==> src/rtl/timer_bank.sv <==
// ---------------------------------------------------------------------------
// timer_bank
//   Multi-channel down-counting timer on the PicoRV memory-mapped bus.
//   Each channel has a prescaler, a COUNT/RELOAD pair, one-shot or
//   auto-reload operation and a sticky pending flag that feeds a
//   registered interrupt vector and a combined interrupt line.
//
// Ports
//   clk      : system clock
//   reset_n  : asynchronous active-low reset
//   select   : bus access request
//   wstrb    : byte write strobes, 0 = read
//   addr     : byte address; addr[AW-1:4] channel, addr[3:0] register
//   data_i   : write data
//   ready    : one-cycle access acknowledge
//   data_o   : registered read data, held until the next read
//   irq      : OR over channels of (pending & irq_en), registered
//   irq_vec  : per-channel (pending & irq_en), registered
//
// Per-channel registers (channel base = ch*16)
//   0x0 CTRL   : [0] enable, [1] auto-reload, [2] irq_en,
//                [16+PRESC_WIDTH-1:16] presc
//   0x4 COUNT  : current count
//   0x8 RELOAD : auto-reload value
//   0xC STATUS : [0] running (RO), [1] pending (W1C)
// ---------------------------------------------------------------------------
module timer_bank #(
   parameter int  CHANNELS    = 4,
   parameter int  WIDTH       = 32,
   parameter int  PRESC_WIDTH = 16,
   localparam int AW          = $clog2(CHANNELS) + 4
) (
   input  logic                clk,
   input  logic                reset_n,
   input  logic                select,
   input  logic [3:0]          wstrb,
   input  logic [AW-1:0]       addr,
   input  logic [31:0]         data_i,
   output logic                ready,
   output logic [31:0]         data_o,
   output logic                irq,
   output logic [CHANNELS-1:0] irq_vec
);

   localparam logic [3:0] OFF_CTRL   = 4'h0;
   localparam logic [3:0] OFF_COUNT  = 4'h4;
   localparam logic [3:0] OFF_RELOAD = 4'h8;
   localparam logic [3:0] OFF_STATUS = 4'hC;

   // Byte-lane merge of a write into the 32-bit image of a register.
   function automatic logic [31:0] f_merge(input logic [31:0] old_v,
                                           input logic [31:0] new_v,
                                           input logic [3:0]  strb);
      f_merge = old_v;
      for (int b = 0; b < 4; b++) begin
         if (strb[b]) f_merge[8*b +: 8] = new_v[8*b +: 8];
      end
   endfunction

   // Registered bus outputs
   logic                r_ready;
   logic [31:0]         r_data_o;
   logic                r_irq;
   logic [CHANNELS-1:0] r_irq_vec;

   // Per-channel state
   logic [CHANNELS-1:0]    r_en;
   logic [CHANNELS-1:0]    r_ar;
   logic [CHANNELS-1:0]    r_ie;
   logic [CHANNELS-1:0]    r_pend;
   logic [PRESC_WIDTH-1:0] r_presc  [CHANNELS];
   logic [PRESC_WIDTH-1:0] r_pcnt   [CHANNELS];
   logic [WIDTH-1:0]       r_count  [CHANNELS];
   logic [WIDTH-1:0]       r_reload [CHANNELS];

   // Bus decode
   logic          w_access;
   logic          w_write;
   logic          w_read;
   logic [AW-1:0] w_ch_sel;
   logic [3:0]    w_off;
   logic [31:0]   w_rdata;

   // Per-channel next-state terms
   logic [CHANNELS-1:0]    w_wr_ctrl;
   logic [CHANNELS-1:0]    w_wr_count;
   logic [CHANNELS-1:0]    w_wr_reload;
   logic [CHANNELS-1:0]    w_wr_status;
   logic [CHANNELS-1:0]    w_tick;
   logic [CHANNELS-1:0]    w_term;
   logic [CHANNELS-1:0]    w_en_next;
   logic [CHANNELS-1:0]    w_pend_next;
   logic [CHANNELS-1:0]    w_irq_vec;
   logic [31:0]            w_ctrl_img   [CHANNELS];
   logic [PRESC_WIDTH-1:0] w_presc_new  [CHANNELS];
   logic [WIDTH-1:0]       w_count_new  [CHANNELS];
   logic [WIDTH-1:0]       w_reload_new [CHANNELS];

   assign w_ch_sel = addr >> 4;
   assign w_off    = addr[3:0];
   assign w_access = select & ~r_ready;
   assign w_write  = w_access & (wstrb != 4'b0000);
   assign w_read   = w_access & (wstrb == 4'b0000);

   // A channel index with no matching channel simply selects nothing:
   // reads fall through to 0 and writes strobe no register.
   always_comb begin : p_channel_comb
      // NOTE: every output of this block gets a default before any
      // conditional assignment, so no path can leave a value unassigned
      // and infer a latch.
      w_rdata = '0;
      for (int c = 0; c < CHANNELS; c++) begin
         w_ctrl_img[c]                    = '0;
         w_ctrl_img[c][0]                 = r_en[c];
         w_ctrl_img[c][1]                 = r_ar[c];
         w_ctrl_img[c][2]                 = r_ie[c];
         w_ctrl_img[c][16 +: PRESC_WIDTH] = r_presc[c];

         w_wr_ctrl[c]   = w_write && (w_ch_sel == AW'(c)) && (w_off == OFF_CTRL);
         w_wr_count[c]  = w_write && (w_ch_sel == AW'(c)) && (w_off == OFF_COUNT);
         w_wr_reload[c] = w_write && (w_ch_sel == AW'(c)) && (w_off == OFF_RELOAD);
         w_wr_status[c] = w_write && (w_ch_sel == AW'(c)) && (w_off == OFF_STATUS);

         w_presc_new[c]  = PRESC_WIDTH'(f_merge(w_ctrl_img[c], data_i, wstrb) >> 16);
         w_count_new[c]  = WIDTH'(f_merge(32'(r_count[c]), data_i, wstrb));
         w_reload_new[c] = WIDTH'(f_merge(32'(r_reload[c]), data_i, wstrb));

         w_tick[c] = r_en[c] && (r_pcnt[c] == r_presc[c]);
         w_term[c] = w_tick[c] && (r_count[c] == '0);

         // Hardware one-shot stop, overridden by a bus write to enable.
         w_en_next[c] = r_en[c];
         if (w_term[c] && !r_ar[c])          w_en_next[c] = 1'b0;
         if (w_wr_ctrl[c] && wstrb[0])       w_en_next[c] = data_i[0];

         // W1C of pending, overridden by a terminal event in the same cycle.
         w_pend_next[c] = r_pend[c];
         if (w_wr_status[c] && wstrb[0] && data_i[1]) w_pend_next[c] = 1'b0;
         if (w_term[c])                               w_pend_next[c] = 1'b1;

         w_irq_vec[c] = r_pend[c] & r_ie[c];

         if (w_ch_sel == AW'(c)) begin
            case (w_off)
               OFF_CTRL:   w_rdata = w_ctrl_img[c];
               OFF_COUNT:  w_rdata = 32'(r_count[c]);
               OFF_RELOAD: w_rdata = 32'(r_reload[c]);
               OFF_STATUS: w_rdata = {30'b0, r_pend[c], r_en[c]};
               default:    w_rdata = '0;
            endcase
         end
      end
   end

   always_ff @(posedge clk or negedge reset_n) begin : p_regs
      // NOTE: state is updated only with non-blocking assignments so every
      // register samples the pre-edge value of every other register.
      if (!reset_n) begin
         r_ready   <= 1'b0;
         r_data_o  <= '0;
         r_irq     <= 1'b0;
         r_irq_vec <= '0;
         r_en      <= '0;
         r_ar      <= '0;
         r_ie      <= '0;
         r_pend    <= '0;
         // NOTE: these per-channel arrays are individual flops rather than a
         // RAM, so they can and must be cleared by the asynchronous reset.
         for (int c = 0; c < CHANNELS; c++) begin
            r_presc[c]  <= '0;
            r_pcnt[c]   <= '0;
            r_count[c]  <= '0;
            r_reload[c] <= '0;
         end
      end else begin
         r_ready   <= w_access;
         if (w_read) r_data_o <= w_rdata;
         r_irq_vec <= w_irq_vec;
         r_irq     <= |w_irq_vec;
         r_en      <= w_en_next;
         r_pend    <= w_pend_next;

         for (int c = 0; c < CHANNELS; c++) begin
            if (w_wr_ctrl[c]) begin
               if (wstrb[0]) begin
                  r_ar[c] <= data_i[1];
                  r_ie[c] <= data_i[2];
               end
               r_presc[c] <= w_presc_new[c];
            end

            // A CTRL write restarts the prescale interval.
            if (w_wr_ctrl[c] || !r_en[c] || w_tick[c]) begin
               r_pcnt[c] <= '0;
            end else begin
               r_pcnt[c] <= r_pcnt[c] + PRESC_WIDTH'(1);
            end

            // A bus write to COUNT takes precedence over the tick.
            if (w_wr_count[c]) begin
               r_count[c] <= w_count_new[c];
            end else if (w_tick[c]) begin
               if (r_count[c] != '0) begin
                  r_count[c] <= r_count[c] - WIDTH'(1);
               end else if (r_ar[c]) begin
                  r_count[c] <= r_reload[c];
               end
            end

            if (w_wr_reload[c]) r_reload[c] <= w_reload_new[c];
         end
      end
   end

   assign ready   = r_ready;
   assign data_o  = r_data_o;
   assign irq     = r_irq;
   assign irq_vec = r_irq_vec;

endmodule
==> config.mk <==
export PLATFORM = sky130hd
export DESIGN_NAME = timer_bank
export DESIGN_NICKNAME = d
export VERILOG_FILES = /design/src/rtl/timer_bank.sv
export SDC_FILE = /design/constraint.sdc
export NUM_CORES = 1
export LEC_CHECK = 0
export BUFFER_PORTS_ARGS = -buffer_cell sky130_fd_sc_hd__buf_2
export CORE_ASPECT_RATIO = 1.5
export CORE_MARGIN = 10
export CORE_UTILIZATION = 63
export CTS_CLUSTER_DIAMETER = 30
export DETAILED_ROUTE_END_ITERATION = 16
export PLACE_DENSITY_LB_ADDON = 0.15
export SETUP_SLACK_MARGIN = 0.3
export SYNTH_ARGS = -nofsm -noshare
export SYNTH_HDL_FRONTEND = slang
export SYNTH_SLANG_ARGS = --single-unit
==> constraint.sdc <==
create_clock -name clk -period 3.7 [get_ports clk]
set_input_delay 0.74 -clock clk [delete_from_list [all_inputs] [get_ports clk]]
set_output_delay 0.74 -clock clk [all_outputs]
set_load 0.02 [all_outputs]
==> results_dict.tcl <==
set metrics [dict create \
    postSynth.topFlopCell "sky130_fd_sc_hd__dfrtp_1" \
    timing.critical_path.slowest_cell_delay_ns 0.70 \
    syn-instance-count 2609 \
    rsz_0062_raised_after_global_routing "no" \
    drt.antenna.violating_nets 0 \
    die_h_um 267 \
    place_inst 3116 \
    worst_clock_skew_ns 0.0182 \
    critical_path_required_ns 4.19 \
    synthArstFlopShare_pct 100 \
    ctsRootBufferMaster "sky130_fd_sc_hd__clkbuf_16" \
    synth_top_cell_by_area "sky130_fd_sc_hd__dfrtp_1" \
    global_route.usage.met1_pct 45.6 \
    synthTopCellsByArea "sky130_fd_sc_hd__dfrtp_1 43%, sky130_fd_sc_hd__mux2_2 11%, sky130_fd_sc_hd__a221oi_1 3.7%" \
    ys_ff_latch 438 \
    grtUsageMet3_pct 7.08 \
    detail_route.wl_per_cell_um 28.5 \
    final_min_period_over_clock_period_pct 87.4 \
    slew_viol_final 0 \
    min-delay-path-class "in2async" \
    grt_antenna_before_repair 1 \
    finalWeightedCongestion 1.13 \
    crit_path_max_fanout 9 \
    dp.final_hpwl_mm 65.2 \
    ys_types 90 \
    timing.critical_path.slowest_stage_cell "sky130_fd_sc_hd__or4b_2" \
    synth.net_count 2666 \
    placementRows 90 \
    clk_pin_slew_ns 0.05 \
    seq_area_frac_synth_pct 42.9 \
    final_cell_count_no_fill 3262 \
    vias_per_cell 7.07 \
    worst_pin_slew_ns 1.31 \
    period_minus_slack_ns 3.23 \
    num-fill-cells 2932 \
    critPathLaunchType "flip-flop" \
    core_area_sq_um 40200 \
    worstReg2RegEnd "r_count[23]" \
    power.static_leakage_nw 13.4 \
    finalSetupViolations 0 \
    design.final.nets 2747 \
    detailroute.via_count 23100 \
    area_growth_pct 15.5 \
    worstPathCellList "xor2_1 -> or4b_2 -> nor3_1 -> o2111ai_2 -> buf_4 -> nand2_1 -> mux2_2" \
    yosys_warnings 0 \
    synth_enable_flop_cells 0 \
    number_of_h_tree_branching_levels 3 \
    io-pin-count 83 \
    netlist_area_before_placement_sq_um 25600 \
    start_util_pct 63.6 \
    cp.arrival_ns 3.72 \
    ir_worst_vdd_v 0.000501 \
    cts_buffer_depth 3 \
    timing.setup.tns_ns 0 \
    wire_length_of_the_first_global_routing_pass_mm 139 \
    first_iter_violations 2813 \
    fmax_mhz 309 \
    drc 0 \
    total_cts_buffers 78 \
    relSlewSlack_pct 11.4 \
    globalRouteMet2Util_pct 57.7 \
    timing_hold_violations_final 0 \
    syn-mean-instance-area_sq_um 9.80 \
    tritoncts "done" \
    reg_to_reg_slack_setup_ns 0.47 \
    ctsHoldBuffers 0 \
    port_buffers 82 \
    grt.busiest_layer "met2" \
    pwr_density_cell_nw_per_um2 627 \
    grt_remaining_overflow 0 \
    grt_max_degree 112 \
    cts_num_sinks 438 \
    clk-insertion-delay-late_ns 0.61 \
    maxCapViolations 0 \
    vias_in_the_first_global_route 22400 \
    drt_pre_antenna_iters 9 \
    width_of_the_chip_um 184 \
    rr_startpoint "r_pcnt[0]" \
    worstSetupPathType "reg2reg" \
    finalWirelength_mm 92.9 \
    yosys.area.top_type_share_pct 42.9 \
    outcome "finished clean" \
    grt_util_all_layers_pct 37.4 \
    startpoint "r_pcnt[0]" \
    die_area_sq_um 49200 \
    drive_gt1_share_pct 22.1 \
    worst_r2r_path_depth 7 \
    crit_path_end_kind "flip-flop" \
]
logic make-up (layout without fill, tap and decap cells):
kind of cell | after synthesis | after routing | synth area share [%]
simple gates | 893 | 893 | 17.9
compound gates | 546 | 546 | 15.3
flops | 438 | 438 | 42.9
mux | 304 | 304 | 13.2
buf+inv | 223 | 369 | 3.54
xor+xnor | 193 | 193 | 6.61
fa+ha+maj | 12 | 12 | 0.587
other cells | 0 | 1 | 0
Yosys cell counts, types with 6 or more instances:
| library cell | instances |
|---|---|
| sky130_fd_sc_hd__dfrtp_1 | 438 |
| sky130_fd_sc_hd__mux2_2 | 241 |
| sky130_fd_sc_hd__nor2_1 | 233 |
| sky130_fd_sc_hd__nand2_1 | 195 |
| sky130_fd_sc_hd__clkbuf_1 | 139 |
| sky130_fd_sc_hd__a221oi_1 | 109 |
| sky130_fd_sc_hd__a21oi_1 | 102 |
| sky130_fd_sc_hd__xor2_1 | 101 |
| sky130_fd_sc_hd__nor3_1 | 92 |
| sky130_fd_sc_hd__xnor2_1 | 92 |
| sky130_fd_sc_hd__o21ai_0 | 86 |
| sky130_fd_sc_hd__nand3_1 | 71 |
| sky130_fd_sc_hd__nor4_1 | 55 |
| sky130_fd_sc_hd__inv_1 | 54 |
| sky130_fd_sc_hd__mux2i_1 | 54 |
| sky130_fd_sc_hd__nand4_1 | 51 |
| sky130_fd_sc_hd__and3_1 | 34 |
| sky130_fd_sc_hd__a211oi_1 | 27 |
| sky130_fd_sc_hd__a22oi_1 | 26 |
| sky130_fd_sc_hd__or3_1 | 23 |
| sky130_fd_sc_hd__a31oi_1 | 21 |
| sky130_fd_sc_hd__nand2b_1 | 19 |
| sky130_fd_sc_hd__and2_1 | 17 |
| sky130_fd_sc_hd__o31ai_1 | 17 |
| sky130_fd_sc_hd__o22ai_1 | 15 |
| sky130_fd_sc_hd__or4_1 | 15 |
| sky130_fd_sc_hd__nor2b_1 | 14 |
| sky130_fd_sc_hd__a21o_1 | 13 |
| sky130_fd_sc_hd__a22o_1 | 13 |
| sky130_fd_sc_hd__buf_2 | 13 |
| sky130_fd_sc_hd__a222oi_1 | 12 |
| sky130_fd_sc_hd__ha_1 | 12 |
| sky130_fd_sc_hd__and4_1 | 11 |
| sky130_fd_sc_hd__o22a_1 | 11 |
| sky130_fd_sc_hd__buf_1 | 10 |
| sky130_fd_sc_hd__a2bb2oi_1 | 9 |
| sky130_fd_sc_hd__nor3b_1 | 9 |
| sky130_fd_sc_hd__o211ai_1 | 9 |
| sky130_fd_sc_hd__a221o_1 | 8 |
| sky130_fd_sc_hd__nand3b_1 | 8 |
| sky130_fd_sc_hd__a211o_1 | 6 |
| sky130_fd_sc_hd__mux2_4 | 6 |
| sky130_fd_sc_hd__nor3_2 | 6 |
| sky130_fd_sc_hd__o21ai_1 | 6 |
registers in the layout, summed over array words and instances, names as in the netlist:
name	flops
r_presc	64
r_pend	4
r_ar	4
r_pcnt	64
r_count	128
data_o	32
r_en	4
irq_vec	4
irq	1
r_reload	128
r_ie	4
ready	1
cells in the final DEF, fill, tap and decap left out, drive strengths merged, types with 13 or more instances in the layout:
master and count:
o21ai 92, and3 34, o22ai 15, nand2b 19, a211oi 27, nor2 233
mux2 250, o31ai 18, buf 170, clkinvlp 16, a22o 13, nor2b 14
nand4 51, a221oi 109, or3 23, nor3 98, xor2 101, dfrtp 438
nor4 62, a22oi 26, a31oi 21, nand2 198, xnor2 92, and2 18
nand3 71, clkbuf 89, mux2i 54, inv 70, or4 20, a21o 13
a21oi 102, clkinv 16
report_power, final:
part           switching, mW  total (mW)  internal, mW
Clock                   2.75        7.45          4.70
Combinational           2.41        4.29          1.87
Sequential              1.20        6.76          5.56
Total                   6.37        18.5          12.1
final cells by class:
| class | count | area (sq um) | area share (%) |
|---|---|---|---|
| Tap cell | 506 | 633 | 2.15 |
| Multi-Input combinational cell | 1948 | 13800 | 46.7 |
| Clock buffer | 89 | 2080 | 7.06 |
| Timing Repair Buffer | 170 | 1210 | 4.09 |
| Antenna cell | 1 | 2.50 | 0.00848 |
| Clock inverter | 56 | 652 | 2.21 |
| Inverter | 54 | 203 | 0.687 |
| Sequential cell | 438 | 11000 | 37.1 |
repair_timing:
| action | in CTS | in global routing |
|---|---|---|
| resized for setup | 0 | 1 |
| setup buffers | 0 | 0 |
| setup endpoints to repair | 0 | 1 |
worst max path at each step:
| stage | end | slack (ns) | cells after the start |
|---|---|---|---|
| 3_3_place_gp | r_count[41] | 0.35 | 7 |
| 6_report | r_count[23] | 0.47 | 7 |
| 5_1_grt | r_count[64] | 0.36 | 7 |
| 3_5_place_dp | r_count[64] | 0.28 | 9 |
| 4_1_cts | r_count[23] | 0.43 | 7 |
| 2_1_floorplan | r_count[2] | 0.60 | 8 |
metrics by stage:
stage / power, mW / instance area (sq um) / util [%] / setup slack (ns) / hold slack (ns)
2_1_floorplan: 9.42 / 25600 / - / 0.597 / 0.444
3_3_place_gp: 10.8 / 26800 / 66.6 / 0.349 / 0.453
3_5_place_dp: 10.9 / 26800 / 66.6 / 0.280 / 0.457
4_1_cts: 18.4 / 29500 / 73.4 / 0.434 / 0.266
5_1_grt: 19.2 / 29500 / 73.4 / 0.362 / 0.278
6_report: 18.5 / 29500 / 73.4 / 0.466 / 0.200
critical path: cells and delay by family, from the launching register on:
| kind | cells | cell delay [ns] |
|---|---|---|
| AO/OA/AOI/OAI | 1 | 0.30 |
| XOR/XNOR | 1 | 0.20 |
| buffers and inverters | 1 | 0.26 |
| flip-flops | 1 | 0.47 |
| multiplexers | 1 | 0.40 |
| AND/OR/NAND/NOR | 3 | 1.48 |
layer usage:
metal,vias up,part of all wire (%),routed length [um]
li1,9886,-,-
met1,11400,37,34100
met2,1429,45,42200
met3,350,9.4,8750
met4,2,8.3,7740
met5,-,0.017,16
Power figures use the tool's default switching activity.
